[config.mk]
export PLATFORM = sky130hd
export DESIGN_NAME = uart_frame_decoder_flat
export DESIGN_NICKNAME = d
export VERILOG_FILES = /design/src/rtl/uart_frame_pkg.sv /design/src/rtl/uart_frame_decoder_if.sv /design/src/rtl/uart_frame_buffer.sv /design/src/rtl/uart_frame_decoder.sv /design/src/flat_wrapper.sv
export SDC_FILE = /design/constraint.sdc
export NUM_CORES = 1
export LEC_CHECK = 0
export ABC_AREA = 1
export BUFFER_PORTS_ARGS = -buffer_cell sky130_fd_sc_hd__buf_2
export CAP_MARGIN = 20
export CORE_ASPECT_RATIO = 0.8
export CORE_UTILIZATION = 35
export DETAILED_ROUTE_END_ITERATION = 6
export RECOVER_POWER = 25
export SLEW_MARGIN = 0
export SYNTH_ARGS = -nofsm -noshare
export SYNTH_HDL_FRONTEND = slang
export SYNTH_SLANG_ARGS = --single-unit
[constraint.sdc]
create_clock -name clock -period 4.8 [get_ports clock]
set_input_delay 0.48 -clock clock [delete_from_list [all_inputs] [get_ports clock]]
set_output_delay 0.48 -clock clock [all_outputs]
set_load 0.1 [all_outputs]
[src/rtl/uart_frame_pkg.sv]
// uart_frame_pkg: shared types and helpers for the UART frame decoder and its bench.
package uart_frame_pkg;

  typedef enum logic [2:0] {
    IDLE,
    LENGTH,
    PAYLOAD,
    CHECKSUM,
    DRAIN
  } frame_state_e;

  localparam logic [7:0] DEFAULT_SYNC_BYTE = 8'hA5;

  // Checksum byte that makes (len + payload_sum + cs) wrap to zero.
  function automatic logic [7:0] frame_checksum(input logic [7:0] len,
                                                input logic [7:0] payload_sum);
    return 8'(8'h00 - len - payload_sum);
  endfunction

endpackage

[src/rtl/uart_frame_decoder_if.sv]
// uart_frame_decoder_if: byte-in / payload-out valid-ready handshakes of the frame decoder.
interface uart_frame_decoder_if;

  logic       in_valid;
  logic       in_ready;
  logic [7:0] in_bits;
  logic       out_valid;
  logic       out_ready;
  logic [7:0] out_bits;
  logic       out_last;

  modport master (
    output in_valid, in_bits, out_ready,
    input  in_ready, out_valid, out_bits, out_last
  );

  modport slave (
    input  in_valid, in_bits, out_ready,
    output in_ready, out_valid, out_bits, out_last
  );

endinterface

[src/rtl/uart_frame_buffer.sv]
// uart_frame_buffer: payload store with one write port and one registered read port.
module uart_frame_buffer #(
  parameter int DEPTH  = 16,
  parameter int ADDR_W = 4
) (
  input  logic              clock,
  input  logic              wr_en,
  input  logic [ADDR_W-1:0] wr_addr,
  input  logic [7:0]        wr_data,
  input  logic [ADDR_W-1:0] rd_addr,
  output logic [7:0]        rd_data
);

  logic [7:0] mem [DEPTH];

  always_ff @(posedge clock) begin
    if (wr_en) mem[wr_addr] <= wr_data;
    rd_data <= mem[rd_addr];
  end

endmodule

[src/rtl/uart_frame_decoder.sv]
// uart_frame_decoder: hunts for a sync byte, parses LEN/payload/CS frames, releases verified payload.
// Optional inter-byte timeout is built only when UART_FRAME_TIMEOUT_EN is defined.
module uart_frame_decoder
  import uart_frame_pkg::*;
#(
  parameter int         MAX_PAYLOAD    = 16,
  parameter logic [7:0] SYNC_BYTE      = DEFAULT_SYNC_BYTE,
  parameter int         TIMEOUT_CYCLES = 1024
) (
  input  logic                clock,
  input  logic                reset,
  uart_frame_decoder_if.slave bus,
  output logic                frame_ok,
  output logic                checksum_error,
  output logic                length_error,
  output logic                timeout_error
);

  localparam int CW = $clog2(MAX_PAYLOAD + 1);
  localparam int AW = (MAX_PAYLOAD > 1) ? $clog2(MAX_PAYLOAD) : 1;

  if (MAX_PAYLOAD < 1 || MAX_PAYLOAD > 255 || TIMEOUT_CYCLES < 2) begin : g_param_check
    $error("uart_frame_decoder: parameter out of range");
  end

  frame_state_e  state;
  logic [CW-1:0] len;
  logic [CW-1:0] wr;
  logic [CW-1:0] rd;
  logic [7:0]    sum;
  logic          in_ready_q;
  logic          out_valid_q;
  logic          out_last_q;
  logic          in_accept;
  logic          out_accept;
  logic          timeout_hit;
  logic          wr_en;
  logic [AW-1:0] rd_addr;
  logic [7:0]    rd_data;

  assign in_accept  = bus.in_valid && in_ready_q;
  assign out_accept = out_valid_q && bus.out_ready;
  assign wr_en      = (state == PAYLOAD) && in_accept;

  assign bus.in_ready  = in_ready_q;
  assign bus.out_valid = out_valid_q;
  assign bus.out_last  = out_last_q;
  assign bus.out_bits  = out_valid_q ? rd_data : 8'h00;

  // Read address runs one ahead on a handshake for full-rate drain, and parks at 0
  // otherwise so buf[0] is already on the RAM output when the checksum passes.
  always_comb begin
    rd_addr = '0;
    if (state == DRAIN && !(out_accept && out_last_q)) begin
      rd_addr = out_accept ? AW'(rd + CW'(1)) : AW'(rd);
    end
  end

  uart_frame_buffer #(
    .DEPTH  (MAX_PAYLOAD),
    .ADDR_W (AW)
  ) u_buffer (
    .clock   (clock),
    .wr_en   (wr_en),
    .wr_addr (AW'(wr)),
    .wr_data (bus.in_bits),
    .rd_addr (rd_addr),
    .rd_data (rd_data)
  );

`ifdef UART_FRAME_TIMEOUT_EN
  localparam int TW = $clog2(TIMEOUT_CYCLES + 1);

  logic [TW-1:0] idle_cycles;
  logic          frame_active;

  assign frame_active = (state == LENGTH) || (state == PAYLOAD) || (state == CHECKSUM);
  assign timeout_hit  = frame_active && !in_accept && (idle_cycles == TW'(TIMEOUT_CYCLES - 1));

  always_ff @(posedge clock or negedge reset) begin
    if (!reset) begin
      idle_cycles   <= '0;
      timeout_error <= 1'b0;
    end else begin
      timeout_error <= timeout_hit;
      if (!frame_active || in_accept || timeout_hit) idle_cycles <= '0;
      else                                           idle_cycles <= idle_cycles + TW'(1);
    end
  end
`else
  assign timeout_hit   = 1'b0;
  assign timeout_error = 1'b0;
`endif

  always_ff @(posedge clock or negedge reset) begin
    if (!reset) begin
      state          <= IDLE;
      len            <= '0;
      wr             <= '0;
      rd             <= '0;
      sum            <= '0;
      in_ready_q     <= 1'b0;
      out_valid_q    <= 1'b0;
      out_last_q     <= 1'b0;
      frame_ok       <= 1'b0;
      checksum_error <= 1'b0;
      length_error   <= 1'b0;
    end else begin
      frame_ok       <= 1'b0;
      checksum_error <= 1'b0;
      length_error   <= 1'b0;
      unique case (state)
        IDLE: begin
          in_ready_q <= 1'b1;
          if (in_accept && bus.in_bits == SYNC_BYTE) state <= LENGTH;
        end
        LENGTH: begin
          if (in_accept) begin
            if (bus.in_bits == 8'h00 || int'(bus.in_bits) > MAX_PAYLOAD) begin
              length_error <= 1'b1;
              state        <= IDLE;
            end else begin
              len   <= CW'(bus.in_bits);
              sum   <= bus.in_bits;
              wr    <= '0;
              state <= PAYLOAD;
            end
          end else if (timeout_hit) begin
            state <= IDLE;
          end
        end
        PAYLOAD: begin
          if (in_accept) begin
            sum <= 8'(sum + bus.in_bits);
            wr  <= wr + CW'(1);
            if (wr == len - CW'(1)) state <= CHECKSUM;
          end else if (timeout_hit) begin
            state <= IDLE;
          end
        end
        CHECKSUM: begin
          if (in_accept) begin
            if (8'(sum + bus.in_bits) == 8'h00) begin
              frame_ok    <= 1'b1;
              rd          <= '0;
              out_valid_q <= 1'b1;
              out_last_q  <= (len == CW'(1));
              in_ready_q  <= 1'b0;
              state       <= DRAIN;
            end else begin
              checksum_error <= 1'b1;
              state          <= IDLE;
            end
          end else if (timeout_hit) begin
            state <= IDLE;
          end
        end
        DRAIN: begin
          if (out_accept) begin
            if (out_last_q) begin
              out_valid_q <= 1'b0;
              out_last_q  <= 1'b0;
              in_ready_q  <= 1'b1;
              state       <= IDLE;
            end else begin
              rd         <= rd + CW'(1);
              out_last_q <= ((rd + CW'(1)) == (len - CW'(1)));
            end
          end
        end
        default: state <= IDLE;
      endcase
    end
  end

endmodule

[src/flat_wrapper.sv]
// flat-port wrapper written by rule: the top's interface ports become plain ports
module uart_frame_decoder_flat import uart_frame_pkg::*;
#(
  parameter int         MAX_PAYLOAD    = 16,
  parameter logic [7:0] SYNC_BYTE      = DEFAULT_SYNC_BYTE,
  parameter int         TIMEOUT_CYCLES = 1024
)
  (clock, reset, frame_ok, checksum_error, length_error, timeout_error, bus_in_valid, bus_in_bits, bus_out_ready, bus_in_ready, bus_out_valid, bus_out_bits, bus_out_last);
  uart_frame_decoder_if bus_i ();
  input  logic clock;
  input  logic reset;
  output logic frame_ok;
  output logic checksum_error;
  output logic length_error;
  output logic timeout_error;
  input wire logic [$bits(bus_i.in_valid)-1:0] bus_in_valid;
  input wire logic [$bits(bus_i.in_bits)-1:0] bus_in_bits;
  input wire logic [$bits(bus_i.out_ready)-1:0] bus_out_ready;
  output wire logic [$bits(bus_i.in_ready)-1:0] bus_in_ready;
  output wire logic [$bits(bus_i.out_valid)-1:0] bus_out_valid;
  output wire logic [$bits(bus_i.out_bits)-1:0] bus_out_bits;
  output wire logic [$bits(bus_i.out_last)-1:0] bus_out_last;
  assign bus_i.in_valid = bus_in_valid;
  assign bus_i.in_bits = bus_in_bits;
  assign bus_i.out_ready = bus_out_ready;
  assign bus_in_ready = bus_i.in_ready;
  assign bus_out_valid = bus_i.out_valid;
  assign bus_out_bits = bus_i.out_bits;
  assign bus_out_last = bus_i.out_last;
  uart_frame_decoder #(.MAX_PAYLOAD(MAX_PAYLOAD), .SYNC_BYTE(SYNC_BYTE), .TIMEOUT_CYCLES(TIMEOUT_CYCLES)) u_core (.clock(clock), .reset(reset), .bus(bus_i), .frame_ok(frame_ok), .checksum_error(checksum_error), .length_error(length_error), .timeout_error(timeout_error));
endmodule
---- Yosys cells after proc, flatten, opt, wreduce, memory -nomap -nowiden ----
Memory sizes are Yosys's and may differ from the RTL's. A register that Yosys moved wholly into a read port is not among the register bits.
Index checks and enable logic that the tools add are counted.
storage, ports and cells
  word-level logic and storage cells ...... 109
  register bits ........................... 32
  output and inout bits ................... 15
  bits of input ports ..................... 12
  memories ................................ 1
  RAM bits ................................ 128
operators by class
  reductions and logical operators ........ 21
  magnitude comparators ................... 1
  eq/ne operators ......................... 18
  add/sub/neg operators ................... 4
  bitwise logic cells ..................... 1
  muxes and demuxes ....................... 52
memories
  memory               depth  width  read ports  clocked after memory_dff  write ports  RTL line                 RTL
  u_core.u_buffer.mem  16     8      1           1                         1            uart_frame_buffer.sv:14  logic [7:0] mem [DEPTH];
operators with widths
  cell                                                            count
  two-way mux 5 bit                                               7
  two-way mux 8 bit                                               4
  two-way mux 3 bit                                               8
  two-way mux 1 bit                                               23
  one-hot mux 5 bit (2 select lines)                              2
  logical NOT 8 bit                                               2
  one-hot mux 8 bit (2 select lines)                              1
  one-hot mux 3 bit (5 select lines)                              1
  AND reduction 5 bit                                             3
  != test 2 x 1 -> 1 bit (second input constant)                  7
  adder 5 x 1 -> 5 bit (second input constant)                    2
  equality test 5 bit                                             2
  adder 8 bit                                                     1
  equality test 8 bit (second input constant)                     1
  greater-than comparator 8 x 5 -> 1 bit (second input constant)  1
  two-way mux 4 bit                                               2
  AND reduction 4 bit                                             2
  AND reduction 7 bit                                             1
  equality test 3 x 2 -> 1 bit (second input constant)            2
  logical AND 1 bit                                               6
  != test 2 bit (second input constant)                           3
  equality test 5 x 1 -> 1 bit (second input constant)            1
  subtractor 5 x 1 -> 5 bit (second input constant)               1
  one-hot mux 1 bit (2 select lines)                              2
  11 further kinds                                                12

---- Logic depth before layout (Yosys ltp) ----
  depth in word-level cells ............... 5
  gate-level depth with buffers ........... 14
  gate-level depth less buffers ........... 14

---- Cells and area by module ----
Synthesis repeated with hierarchy kept, for this count alone.
unflattened totals
  cell total of the unflattened synthesis .. 885
  area total of the unflattened synthesis .. 8197.9 sq um
by module, submodules not included
  module              instances  cells each  sequential area each (sq um)  area each (sq um)
  uart_frame_buffer   1          551         4003.8                        5766.8
  uart_frame_decoder  1          334         800.8                         2431.1

---- Worst setup path after synthesis ----
No wires, ideal clock.
  kind .................................... reg2reg
  start point ............................. register u_core.in_ready_q, in the netlist u_core.bus.in_ready
  end point ............................... memory u_core.u_buffer.mem[0][0] (enable)
  stages on the path, launching flop included .. 5
  buffers on the path ..................... 0
  setup time .............................. 0.370 ns
  arrival ................................. 2.051 ns
  path slack .............................. 2.379 ns
  clock period less this slack ............ 2.421 ns
  cell sequence ........................... dfrtp_1 nand2_1 nor2_1 nand2_1 nor2_1
between the ends
  word-level cells in the longest chain between the ends .. 4
RTL lines
  item                                     RTL line                   RTL
  from (decl)                              uart_frame_decoder.sv:31   logic in_ready_q;
  from (signal assigned)                   uart_frame_decoder.sv:102  in_ready_q <= 1'b0;
  from (signal assigned)                   uart_frame_decoder.sv:114  in_ready_q <= 1'b1;
  from (signal assigned)                   uart_frame_decoder.sv:148  in_ready_q <= 1'b0;
  logical AND 1 bit                        uart_frame_decoder.sv:41   assign in_accept = bus.in_valid && in_ready_q;
  logical AND 1 bit                        uart_frame_decoder.sv:43   assign wr_en = (state == PAYLOAD) && in_accept;
  two-way mux 1 bit                        uart_frame_buffer.sv:17    if (wr_en) mem[wr_addr] <= wr_data;
  two-way mux 1 bit (implied by the code)  uart_frame_buffer.sv:17
  to (decl)                                uart_frame_buffer.sv:14
No other way between the ends.

---- Worst setup path after layout ----
  start point ............................. input bus_in_bits[0]
  end point ............................... register u_core.rd[0]
between the ends
  word-level cells in the longest chain between the ends .. 4
RTL lines
  item                                     RTL line                   RTL
  from (decl)                              flat_wrapper.sv:17         input wire logic [$bits(bus_i.in_bits)-1:0] bus_in_bits;
  adder 8 bit                              uart_frame_decoder.sv:143  if (8'(sum + bus.in_bits) == 8'h00) begin
  logical NOT 8 bit                        uart_frame_decoder.sv:143
  != test 2 x 1 -> 1 bit (no source line)  --
  AND reduction 5 bit (no source line)     --
  to (signal assigned)                     uart_frame_decoder.sv:166  rd <= rd + CW'(1);
  to (decl)                                uart_frame_decoder.sv:29   logic [CW-1:0] rd;
No other way between the ends.
A chain may end at the register's enable or synchronous reset.

==> impl_metrics.env <==
export IMPL_fp_dieW_microns=170.0
export IMPL_n_fill_cell=2176
export IMPL_dp_hpwl_mm=12.32
export IMPL_ios=27
export IMPL_gp_congestion=0.8091
export IMPL_path_class="in -> reg"
export IMPL_fin_crit_sh_pct=63.30
export IMPL_worst_slew_pin_slew_ps=1223
export IMPL_hold_path_class="in -> async"
export IMPL_hold_viol=0
export IMPL_firstDrtPassIters=5
export IMPL_cts_tree="done"
export IMPL_setup_tns_final_ps=0
export IMPL_wl_mm=18.86
export IMPL_cts_repair_resized=0
export IMPL_synth_area_per_cell_sq_um=9.676
export IMPL_finalWorstSetupSlack_ps=1762
export IMPL_fp_dieH_microns=136.4
export IMPL_yosys_area_top_type="edfxtp_1"
export IMPL_ys_async_sr_fraction_pct=19.05
export IMPL_area_delta_synth_final_pct=11.16
export IMPL_synth_lib_cells_used_distinct=33
export IMPL_nets=863
export IMPL_clk_path_buf_depth=2
export IMPL_cts_root_buf="clkbuf_16"
export IMPL_rsz0062_at_grt="false"
export IMPL_antenna_found_initial=0
export IMPL_drv_cap=0
export IMPL_multi_input_area_sq_um=2511
export IMPL_p_seq_share_pct=45.3
export IMPL_diodes=0
export IMPL_clk_pin_slew_ps=70
export IMPL_finalCriticalPeriod_ps=3038
export IMPL_synth_area_sq_um=7905
export IMPL_pwr_share_clk_pct=34.4
export IMPL_start_kind="primary input"
export IMPL_syn_nets=844
export IMPL_synthFlopType="edfxtp_1"
export IMPL_switching_share_pct=30.38
export IMPL_cts_buffers=17
export IMPL_start_util_pct=36.16
export IMPL_dieArea_sq_um=23190
export IMPL_grt_pass1_vias=4903
export IMPL_cts_setup_buffers=0
export IMPL_yosysWarnings=0
export IMPL_row_count=48
export IMPL_drt_wirelength_per_cell_microns=16.41
export IMPL_drc_errors=0
export IMPL_cp_arrival_ps=3350
export IMPL_cp_end_kind="register"
export IMPL_synthTopCellsByArea="edfxtp_1 (49%), dfrtp_1 (10%), nand2_1 (9.9%)"
export IMPL_cp_required_ps=5110
export IMPL_grt_pass1_wl_mm=28.95
export IMPL_yosys_area_top_type_share_pct=48.62
export IMPL_ys_ff_latch=168
export IMPL_fp_coreArea_sq_um=21860
export IMPL_vias_per_cell=4.883
export IMPL_seq_area_sq_um=4805
export IMPL_drive_gt1_share_pct=7.774
export IMPL_clock_latency_ps=420
export IMPL_dp_slack_ps=1694
export IMPL_slew_headroom_pct=18.48
export IMPL_dr_total_vias=5611
export IMPL_io_buffers=25
export IMPL_grt_usage_pct=16.95
export IMPL_clock_fmax_mhz=329.1
export IMPL_pwr_share_comb_pct=20.3
export IMPL_internal_power_mw=2.668
export IMPL_cts_sinks=168
export IMPL_yosysSeqAreaShare_pct=60.78
export IMPL_syn_inst=817
export IMPL_status="completed"
export IMPL_synth_edf_count=128
export IMPL_cts_htree_levels=4
export IMPL_drt_iter0_drc=617
export IMPL_p_per_area_nw_per_um2=436.1
export IMPL_power_switching_mw=1.164
export IMPL_ant_nets=0
export IMPL_finalClockSkew_ps=12.00
export IMPL_grt_ovfl_total=0
export IMPL_grt_max_degree=65
export IMPL_p_leak_nw=3.725
export IMPL_finalSetupViolations=0
export IMPL_path_max_fanout=20
export IMPL_final_max_slew_violation_count=0
export IMPL_ir_drop_uv=270.3
export IMPL_finalPower_mw=3.832
export IMPL_cts_hold_buf=0
area by class of cell:
cell class / count / area share, %
multi-input cells: 514 / 28.58
repair buffers: 26 / 1.424
clock buffers: 18 / 4.884
well taps: 300 / 4.272
flip-flops and latches: 168 / 54.68
inverters: 109 / 4.656
clock inverters: 14 / 1.509
placed cells by master (no fill, tap or decap), types with 3 or more instances in the layout:
master,count
dfrtp_1,32
nand2_1,208
clkinv_1,3
edfxtp_1,128
clkbuf_16,17
a31oi_1,3
nor3_1,7
inv_1,104
nand4_1,5
inv_2,5
xor2_1,9
nand3_1,81
ha_1,14
o21ai_1,12
xnor2_1,5
nor2_1,82
clkbuf_1,7
clkinv_2,4
o211ai_1,24
dfxtp_1,8
a21oi_1,18
buf_2,19
o21ai_0,31
state kept, by name, indices dropped and copies added (netlist names), 3 cells and up:
| name | cells |
|---|---|
| u_core.state | 3 |
| u_core.len | 5 |
| u_core.u_buffer.mem | 128 |
| u_core.sum | 8 |
| u_core.wr | 5 |
| u_core.rd | 5 |
| u_core.u_buffer.rd_data | 8 |
power by group through the flow:
| stage | Combinational [mW] | Clock, mW | Sequential [mW] |
|---|---|---|---|
| 2_1_floorplan | 0.570 | 0 | 1.77 |
| 3_3_place_gp | 0.761 | 0 | 1.76 |
| 3_5_place_dp | 0.778 | 0 | 1.76 |
| 4_1_cts | 0.781 | 1.33 | 1.73 |
| 5_1_grt | 0.892 | 1.39 | 1.75 |
| 6_report | 0.779 | 1.32 | 1.73 |
critical path: stages:
cell,delay [ps]
clkbuf_1,660
ha_1,330
fa_1,440
or2_2,300
nor2_1,110
nand3_1,90
nor2_1,340
nand2_1,100
nand2_1,130
nand3_1,190
nand2_1,110
nand2_1,50
metal layers:
metal	share of wire, %	vias to the layer above	global-route usage [%]
met1	52	2699	26.76
met3	5.1	13	2.940
met4	1.4	0	5.155
met5	0	-	0
li1	-	2740	-
met2	42	159	23.16
cells in the mapped netlist (2+ instances only):
| cell type | n |
|---|---|
| edfxtp_1 | 128 |
| nand2_4 | 2 |
| buf_4 | 3 |
| o211ai_1 | 24 |
| ha_1 | 14 |
| nand2_2 | 2 |
| nor2_1 | 82 |
| nor2_2 | 3 |
| dfxtp_1 | 8 |
| nor3_1 | 7 |
| o21ai_1 | 12 |
| or2_2 | 2 |
| clkbuf_1 | 2 |
| dfrtp_1 | 32 |
| buf_2 | 11 |
| a21oi_1 | 18 |
| a31oi_1 | 3 |
| nand2_1 | 208 |
| xnor2_1 | 5 |
| buf_6 | 8 |
| xor2_1 | 9 |
| clkbuf_2 | 2 |
| o21ai_0 | 31 |
| inv_2 | 5 |
| nand3_1 | 81 |
| inv_1 | 104 |
| nand4_1 | 5 |
metrics by stage:
step	utilization, %	area [sq um]	hold slack, ps	cells
after floorplan	-	7905	184.4	817
after global placement	37.66	8233	488.8	1117
after detailed placement	37.66	8233	487.3	1117
after CTS	40.23	8795	163.9	1149
after global routing	40.20	8787	193.0	1149
final	40.20	8787	138.9	1149
worst paths after layout:
path	to	start	cells after the start	slack, ps
min in group clock	u_core.frame_ok	bus_in_valid	3	500
max in group asynchronous	u_core.bus.out_valid	reset	1	4150
worst max-delay path	u_core.rd[0]	bus_in_bits[0]	12	1760
worst min register to register	u_core.bus.in_ready	u_core.bus.in_ready	2	500
worst max register to register	u_core.u_buffer.rd_data[7]	u_core.rd[0]	10	2030
worst min-delay path	u_core.rd[4]	reset	1	140
cells by family (layout without fill, tap and decap cells):
group / count (synthesis) / count (layout) / synth area share, %
simple gates: 394 / 394 / 20.85
flops: 168 / 168 / 60.78
buf+inv: 135 / 167 / 7.518
compound gates: 90 / 90 / 6.790
fa+ha+maj: 15 / 15 / 2.469
xor+xnor: 14 / 14 / 1.551
other cells: 1 / 1 / 0.04744
(Power assumes the default switching activity.)
